===== config.mk =====
export PLATFORM = sky130hd
export DESIGN_NAME = prism_sp_puzzle_hw_gem_irq_coalesce
export DESIGN_NICKNAME = d
export VERILOG_FILES = /design/src/rtl/prism_sp_gem_irq_pkg.sv /design/src/rtl/prism_sp_puzzle_hw_gem_irq_coalesce.sv
export SDC_FILE = /design/constraint.sdc
export NUM_CORES = 1
export LEC_CHECK = 0
export BUFFER_PORTS_ARGS = -buffer_cell sky130_fd_sc_hd__buf_2
export CORE_ASPECT_RATIO = 0.6
export CORE_MARGIN = 8
export CORE_UTILIZATION = 40
export CTS_BUF_LIST = sky130_fd_sc_hd__clkbuf_2 sky130_fd_sc_hd__clkbuf_4 sky130_fd_sc_hd__clkbuf_8
export DETAILED_ROUTE_END_ITERATION = 10
export PLACE_DENSITY = 0.67
export SKIP_CTS_REPAIR_TIMING = 1
export SLEW_MARGIN = 20
export SYNTH_ARGS = -nofsm -noshare
export SYNTH_HDL_FRONTEND = slang
export SYNTH_SLANG_ARGS = --single-unit
export TNS_END_PERCENT = 1

===== constraint.sdc =====
create_clock -name clock -period 6.3 [get_ports clock]
set_input_delay 0.63 -clock clock [delete_from_list [all_inputs] [get_ports clock]]
set_output_delay 0.63 -clock clock [all_outputs]
set_load 0.03 [all_outputs]

===== src/rtl/prism_sp_gem_irq_pkg.sv =====
// Shared definitions for the GEM interrupt-event coalescer: source indices,
// event-record field offsets and the coalescer state type.
package prism_sp_gem_irq_pkg;

   localparam int unsigned GEM_IRQ_SRC_RX_DONE = 0;
   localparam int unsigned GEM_IRQ_SRC_TX_DONE = 1;
   localparam int unsigned GEM_IRQ_SRC_RX_ERR  = 2;
   localparam int unsigned GEM_IRQ_SRC_TX_ERR  = 3;

   localparam int unsigned MASK_LSB  = 0;
   localparam int unsigned COUNT_LSB = 16;

   typedef enum logic [1:0] {
      IDLE  = 2'd0,
      ACCUM = 2'd1,
      STALL = 2'd2
   } gem_irq_state_t;

endpackage


===== src/rtl/prism_sp_puzzle_hw_gem_irq_coalesce.sv =====
// Producer side of the GEM interrupt-event FIFO: merges per-source event pulses
// and writes one record per burst, flushed on count threshold or timeout.
module prism_sp_puzzle_hw_gem_irq_coalesce
   import prism_sp_gem_irq_pkg::*;
#(
   parameter int unsigned NUM_SRC     = 4,
   parameter int unsigned CNT_WIDTH   = 8,
   parameter int unsigned TIMER_WIDTH = 16,
   parameter int unsigned DATA_WIDTH  = 32
) (
   input  logic                   clock,
   input  logic                   resetn,
   input  logic [NUM_SRC-1:0]     event_pulse,
   input  logic                   cfg_enable,
   input  logic [CNT_WIDTH-1:0]   cfg_threshold,
   input  logic [TIMER_WIDTH-1:0] cfg_timeout,
   output logic                   fifo_wr_en,
   output logic [DATA_WIDTH-1:0]  fifo_din,
   input  logic                   fifo_full,
   output logic                   overflow,
   input  logic                   clear_overflow,
   output logic [CNT_WIDTH-1:0]   pending_count
);

   localparam int unsigned TMR_EXT = TIMER_WIDTH + 1;

   gem_irq_state_t         state;
   logic [NUM_SRC-1:0]     mask;
   logic [CNT_WIDTH-1:0]   count;
   logic [TIMER_WIDTH-1:0] timer;

   logic [NUM_SRC-1:0]     pulses;
   logic [NUM_SRC-1:0]     merged;
   logic                   hit;
   logic [CNT_WIDTH-1:0]   cnt_n;
   logic [CNT_WIDTH-1:0]   thr_eff;
   logic [TMR_EXT-1:0]     timer_p1;
   logic [TIMER_WIDTH-1:0] timer_inc;
   logic                   tmo;
   logic                   flush;
   logic [DATA_WIDTH-1:0]  record;

   // Per-cycle flush evaluation; the current cycle's pulses always join the record.
   always_comb begin
      pulses    = cfg_enable ? event_pulse : '0;
      hit       = |pulses;
      merged    = mask | pulses;
      cnt_n     = (hit && (count != '1)) ? count + CNT_WIDTH'(1) : count;
      thr_eff   = (cfg_threshold == '0) ? CNT_WIDTH'(1) : cfg_threshold;
      timer_p1  = {1'b0, timer} + TMR_EXT'(1);
      timer_inc = (timer == '1) ? timer : timer + TIMER_WIDTH'(1);
      tmo       = (cfg_timeout != '0) && (timer_p1 >= {1'b0, cfg_timeout}) && (cnt_n != '0);
      flush     = (cnt_n >= thr_eff) || tmo;
      record    = '0;
      record[MASK_LSB +: NUM_SRC]    = merged;
      record[COUNT_LSB +: CNT_WIDTH] = cnt_n;
   end

   always_ff @(posedge clock) begin
      if (!resetn) begin
         state      <= IDLE;
         mask       <= '0;
         count      <= '0;
         timer      <= '0;
         fifo_wr_en <= 1'b0;
         fifo_din   <= '0;
         overflow   <= 1'b0;
      end else begin
         fifo_wr_en <= 1'b0;

         // A saturating hit outranks a simultaneous clear.
         if (hit && (count == '1)) begin
            overflow <= 1'b1;
         end else if (clear_overflow) begin
            overflow <= 1'b0;
         end

         case (state)
            IDLE: begin
               if (hit) begin
                  if (flush && !fifo_full) begin
                     fifo_wr_en <= 1'b1;
                     fifo_din   <= record;
                  end else begin
                     mask  <= merged;
                     count <= cnt_n;
                     timer <= flush ? '0 : TIMER_WIDTH'(1);
                     state <= flush ? STALL : ACCUM;
                  end
               end
            end
            ACCUM: begin
               if (!cfg_enable) begin
                  mask  <= '0;
                  count <= '0;
                  timer <= '0;
                  state <= IDLE;
               end else if (flush && !fifo_full) begin
                  fifo_wr_en <= 1'b1;
                  fifo_din   <= record;
                  mask       <= '0;
                  count      <= '0;
                  timer      <= '0;
                  state      <= IDLE;
               end else begin
                  mask  <= merged;
                  count <= cnt_n;
                  timer <= timer_inc;
                  if (flush) state <= STALL;
               end
            end
            STALL: begin
               if (!fifo_full) begin
                  fifo_wr_en <= 1'b1;
                  fifo_din   <= record;
                  mask       <= '0;
                  count      <= '0;
                  timer      <= '0;
                  state      <= IDLE;
               end else begin
                  mask  <= merged;
                  count <= cnt_n;
               end
            end
            default: state <= IDLE;
         endcase
      end
   end

   assign pending_count = count;

endmodule


==> impl_results.md <==
- Placeable core region: 8620 um2
- Critical-path cell with the highest stage delay: sky130_fd_sc_hd__nand4_1
- ANT nets after route: 0
- Final hold viol count: 0
- Synth Cell Area: about 3600 um2
- First-pass detailed-route iteration total: 7
- Vias after detailed routing: about 3,500
- Final weighted congestion in routability-driven placement: 0.870
- Port-buffer cells: between 50 and 60
- Global-route total usage across every layer: 15.8%
- Post-detailed-routing wire length: just over 10,000 um
- RSZ-0062 raised after global routing: false
- Area Overhead vs Synth: 10.5%
- Residual overflow from global routing: 0
- Placed Instances: ~610
- Proportion of synthesized chip area in sequential cells: between 20 and 25%
- Yosys top cell area share: between 20% and 30%
- Initial DRC count: approximately 330
- Total power divided by cell area: roughly 180 nW/um2
- Clock transition time at the flip-flop clock pins of the worst setup and hold paths: around 0.10 ns
- Most area-consuming cells after synthesis: sky130_fd_sc_hd__dfxtp_1 (24%), sky130_fd_sc_hd__ha_1 (10%), sky130_fd_sc_hd__a21oi_1 (7.5%)
- Maximum clock frequency: around 190 MHz
- Number of setup violations in the final report: 0
- Class of the most critical setup path: register to register
- Pin count of the biggest net entering global routing: 28
- Ys flop type: sky130_fd_sc_hd__dfxtp_1
- Yosys warnings: 0
- Number of enable-type register cells in the synthesized netlist: 0
- Result of the run: finished, violations left
- Flip-flop and latch count after synthesis: between 40 and 50
- Number of global-route vias before repair: between 3,000 and 4,000
- Io pins: 75
- Post-DP HPWL: 7900 um
- Average cell area after synthesis: 7.78 um2
- Initial antenna violation count: 0
- Drt drc: 1
- Wire length per cell: between 15 and 20 um
- CP dominant cell by count: sky130_fd_sc_hd__nand3_1
- Proportion of synthesized flip-flops having asynchronous set or reset: 0%
- CP Capture Type: register
- Std-Cell Rows: 26
- Number of maximum-capacitance violations: 0
- Initial cell density of the core: around two fifths
- Maximum clock insertion buffer count: 2
- Non-Filler Instances: just over 600
- Count of antenna diodes in the layout: 0
- Measured slew at the worst slew-check pin: 0.877 ns
- Full die area: 12,400 um2
- Total power after layout: about 0.70 mW
- Worst voltage drop across the vdd grid: roughly 0.089 mV
- Accumulated negative setup slack: 0 ns
- CTS H-tree lvls: 2
- Failing checks: DRC
- Final period demand of the worst path: about 5.3 ns
- Startpoint class of the critical path: register
- Crit-path leading delay family: simple AND/OR/NAND/NOR gates
- Root buf cell: sky130_fd_sc_hd__clkbuf_8
- CTS Buf Count: 5
- Die width: ~140 um
- Final clock period utilization by the worst path: between 80% and 90%
- Largest driver fanout on the critical path: 11
- Leak Pwr: approximately 1.7 nW
- Min-delay worst type: register to register
- Clock sinks: between 40 and 50
- Number of library cell types mapped by synthesis: 70
- CP Data Arrival Time: around 5.5 ns
- Mean number of vias per cell: between 5 and 6
- Global-route wire length before repair: around 16,000 um
- Number of fillers in the final layout: 843
- Library cell with the largest summed area after synthesis: sky130_fd_sc_hd__dfxtp_1
- DIE HEIGHT: approximately 89 um
- Share of final-layout standard cells stronger than drive strength 1: 17.6%
- Instance count of the mapped netlist: 462
- Number of max-slew violations in the final report: 0
- Largest incremental delay on the critical path: ~0.7 ns
- TritonCTS clock tree: built
- CP required: between 6 and 7 ns
- NumNets Final: roughly 570
- Layout Skew: roughly 0.0063 ns
- Slew HR: between 40% and 50%
- Count of buffering cells on the critical path with inverters included: 1
- Worst path cell trace: nand3_1, nor3_1, nand3_1, or2_2, nor2_1, xnor2_1, inv_1, ha_1, nand3_1, nor3_1, a2111oi_0, o211a_1, nor3b_1, a21oi_1, nand4_1, o41ai_1
- Worst-Skew Late Latency: roughly 0.31 ns
report_power, final:
group	switching [mW]	internal (mW)	total, mW
Clock	0.114	0.120	0.234
Combinational	0.119	0.0571	0.177
Sequential	0.00694	0.284	0.291
Total	0.240	0.461	0.701
cell type report:
class | count | area (um2) | share of cell area (%)
inverters | 35 | 131 | 3.31
multi-input cells | 364 | 2420 | 60.9
well taps | 112 | 140 | 3.53
clock inverters | 3 | 46.3 | 1.16
clock buffers | 5 | 68.8 | 1.73
flip-flops and latches | 44 | 881 | 22.2
repair buffers | 56 | 285 | 7.18
flip-flops by register name, indices dropped and copies added (netlist names):
name / flops
fifo_din: 12
fifo_wr_en: 1
mask: 4
overflow: 1
pending_count: 8
state: 2
timer: 16
final timing paths:
kind,startpoint,cells after the start,endpoint,slack (ns)
max,timer[2],16,timer[12],1.04
min,mask[2],2,mask[2],0.48
max reg2reg,timer[2],16,timer[12],1.04
min reg2reg,mask[2],2,mask[2],0.48
layout by cell type (no fill, tap or decap), drive strengths merged, types with 7 or more instances in the layout:
cell    netlist  final
nor3          9      9
nor2         26     26
nor4          7      7
ha           30     30
buf          26     56
nand3        20     20
inv          34     35
xnor2        11     11
xor2          7      7
a31oi         8      8
conb          1     20
a211oi        7      7
a21oi        54     54
o31ai         7      7
nand2b        8      8
nand4         9      9
dfxtp        44     44
nand2        42     42
o21ai        16     16
synth_stat cells, types with 3 or more instances:
library cell	number
sky130_fd_sc_hd__o21ai_0	14
sky130_fd_sc_hd__xnor2_1	11
sky130_fd_sc_hd__xor2_1	7
sky130_fd_sc_hd__nand2_1	41
sky130_fd_sc_hd__dfxtp_1	44
sky130_fd_sc_hd__o22ai_1	5
sky130_fd_sc_hd__nand4_1	9
sky130_fd_sc_hd__mux2i_1	3
sky130_fd_sc_hd__buf_4	20
sky130_fd_sc_hd__nor3_1	9
sky130_fd_sc_hd__nand3_1	20
sky130_fd_sc_hd__o31ai_2	6
sky130_fd_sc_hd__or2_2	5
sky130_fd_sc_hd__nor2b_1	6
sky130_fd_sc_hd__a31oi_1	7
sky130_fd_sc_hd__nor2_1	26
sky130_fd_sc_hd__a311oi_1	3
sky130_fd_sc_hd__nor4_1	7
sky130_fd_sc_hd__buf_2	5
sky130_fd_sc_hd__nand2b_1	8
sky130_fd_sc_hd__a2bb2oi_1	6
sky130_fd_sc_hd__and2_1	5
sky130_fd_sc_hd__inv_1	34
sky130_fd_sc_hd__a21o_1	5
sky130_fd_sc_hd__ha_1	30
sky130_fd_sc_hd__clkbuf_1	11
sky130_fd_sc_hd__a211oi_1	6
sky130_fd_sc_hd__or3_1	3
sky130_fd_sc_hd__a21oi_1	54
kinds of logic after synthesis:
family | share of synthesized area (%)
simple gates | 21.6
other cells | 0.104
buf+inv | 10.1
fa+ha+maj | 10.4
flops | 24.5
compound gates | 27.3
mux | 1.46
xor+xnor | 4.38
layer usage:
layer  global-route usage [%]  up-vias  wire, um
met5                        0        -         0
met4                     3.73        0        66
met3                     3.40        4       860
met2                     22.6      116      4280
met1                     23.2     1651      4980
li1                         -     1736         -
per-stage QoR:
stage / worst slack [ns] / util, % / hold WS, ns / area, um2
final: 1.04 / 46.1 / 0.478 / 3980
after global routing: 0.673 / 46.1 / 0.511 / 3980
after CTS: 1.13 / 46.1 / 0.482 / 3980
after detailed placement: 1.17 / 44.8 / 0.462 / 3860
after global placement: 1.30 / 44.8 / 0.448 / 3860
after floorplan: 2.04 / - / 0.438 / 3670
worst min-delay path, stage by stage, from the launching register on:
cell and delay, ns:
sky130_fd_sc_hd__dfxtp_1 0.34, sky130_fd_sc_hd__a31oi_1 0.04, sky130_fd_sc_hd__nor2_1 0.07
Note: power is estimated with default switching activity, not from simulation.
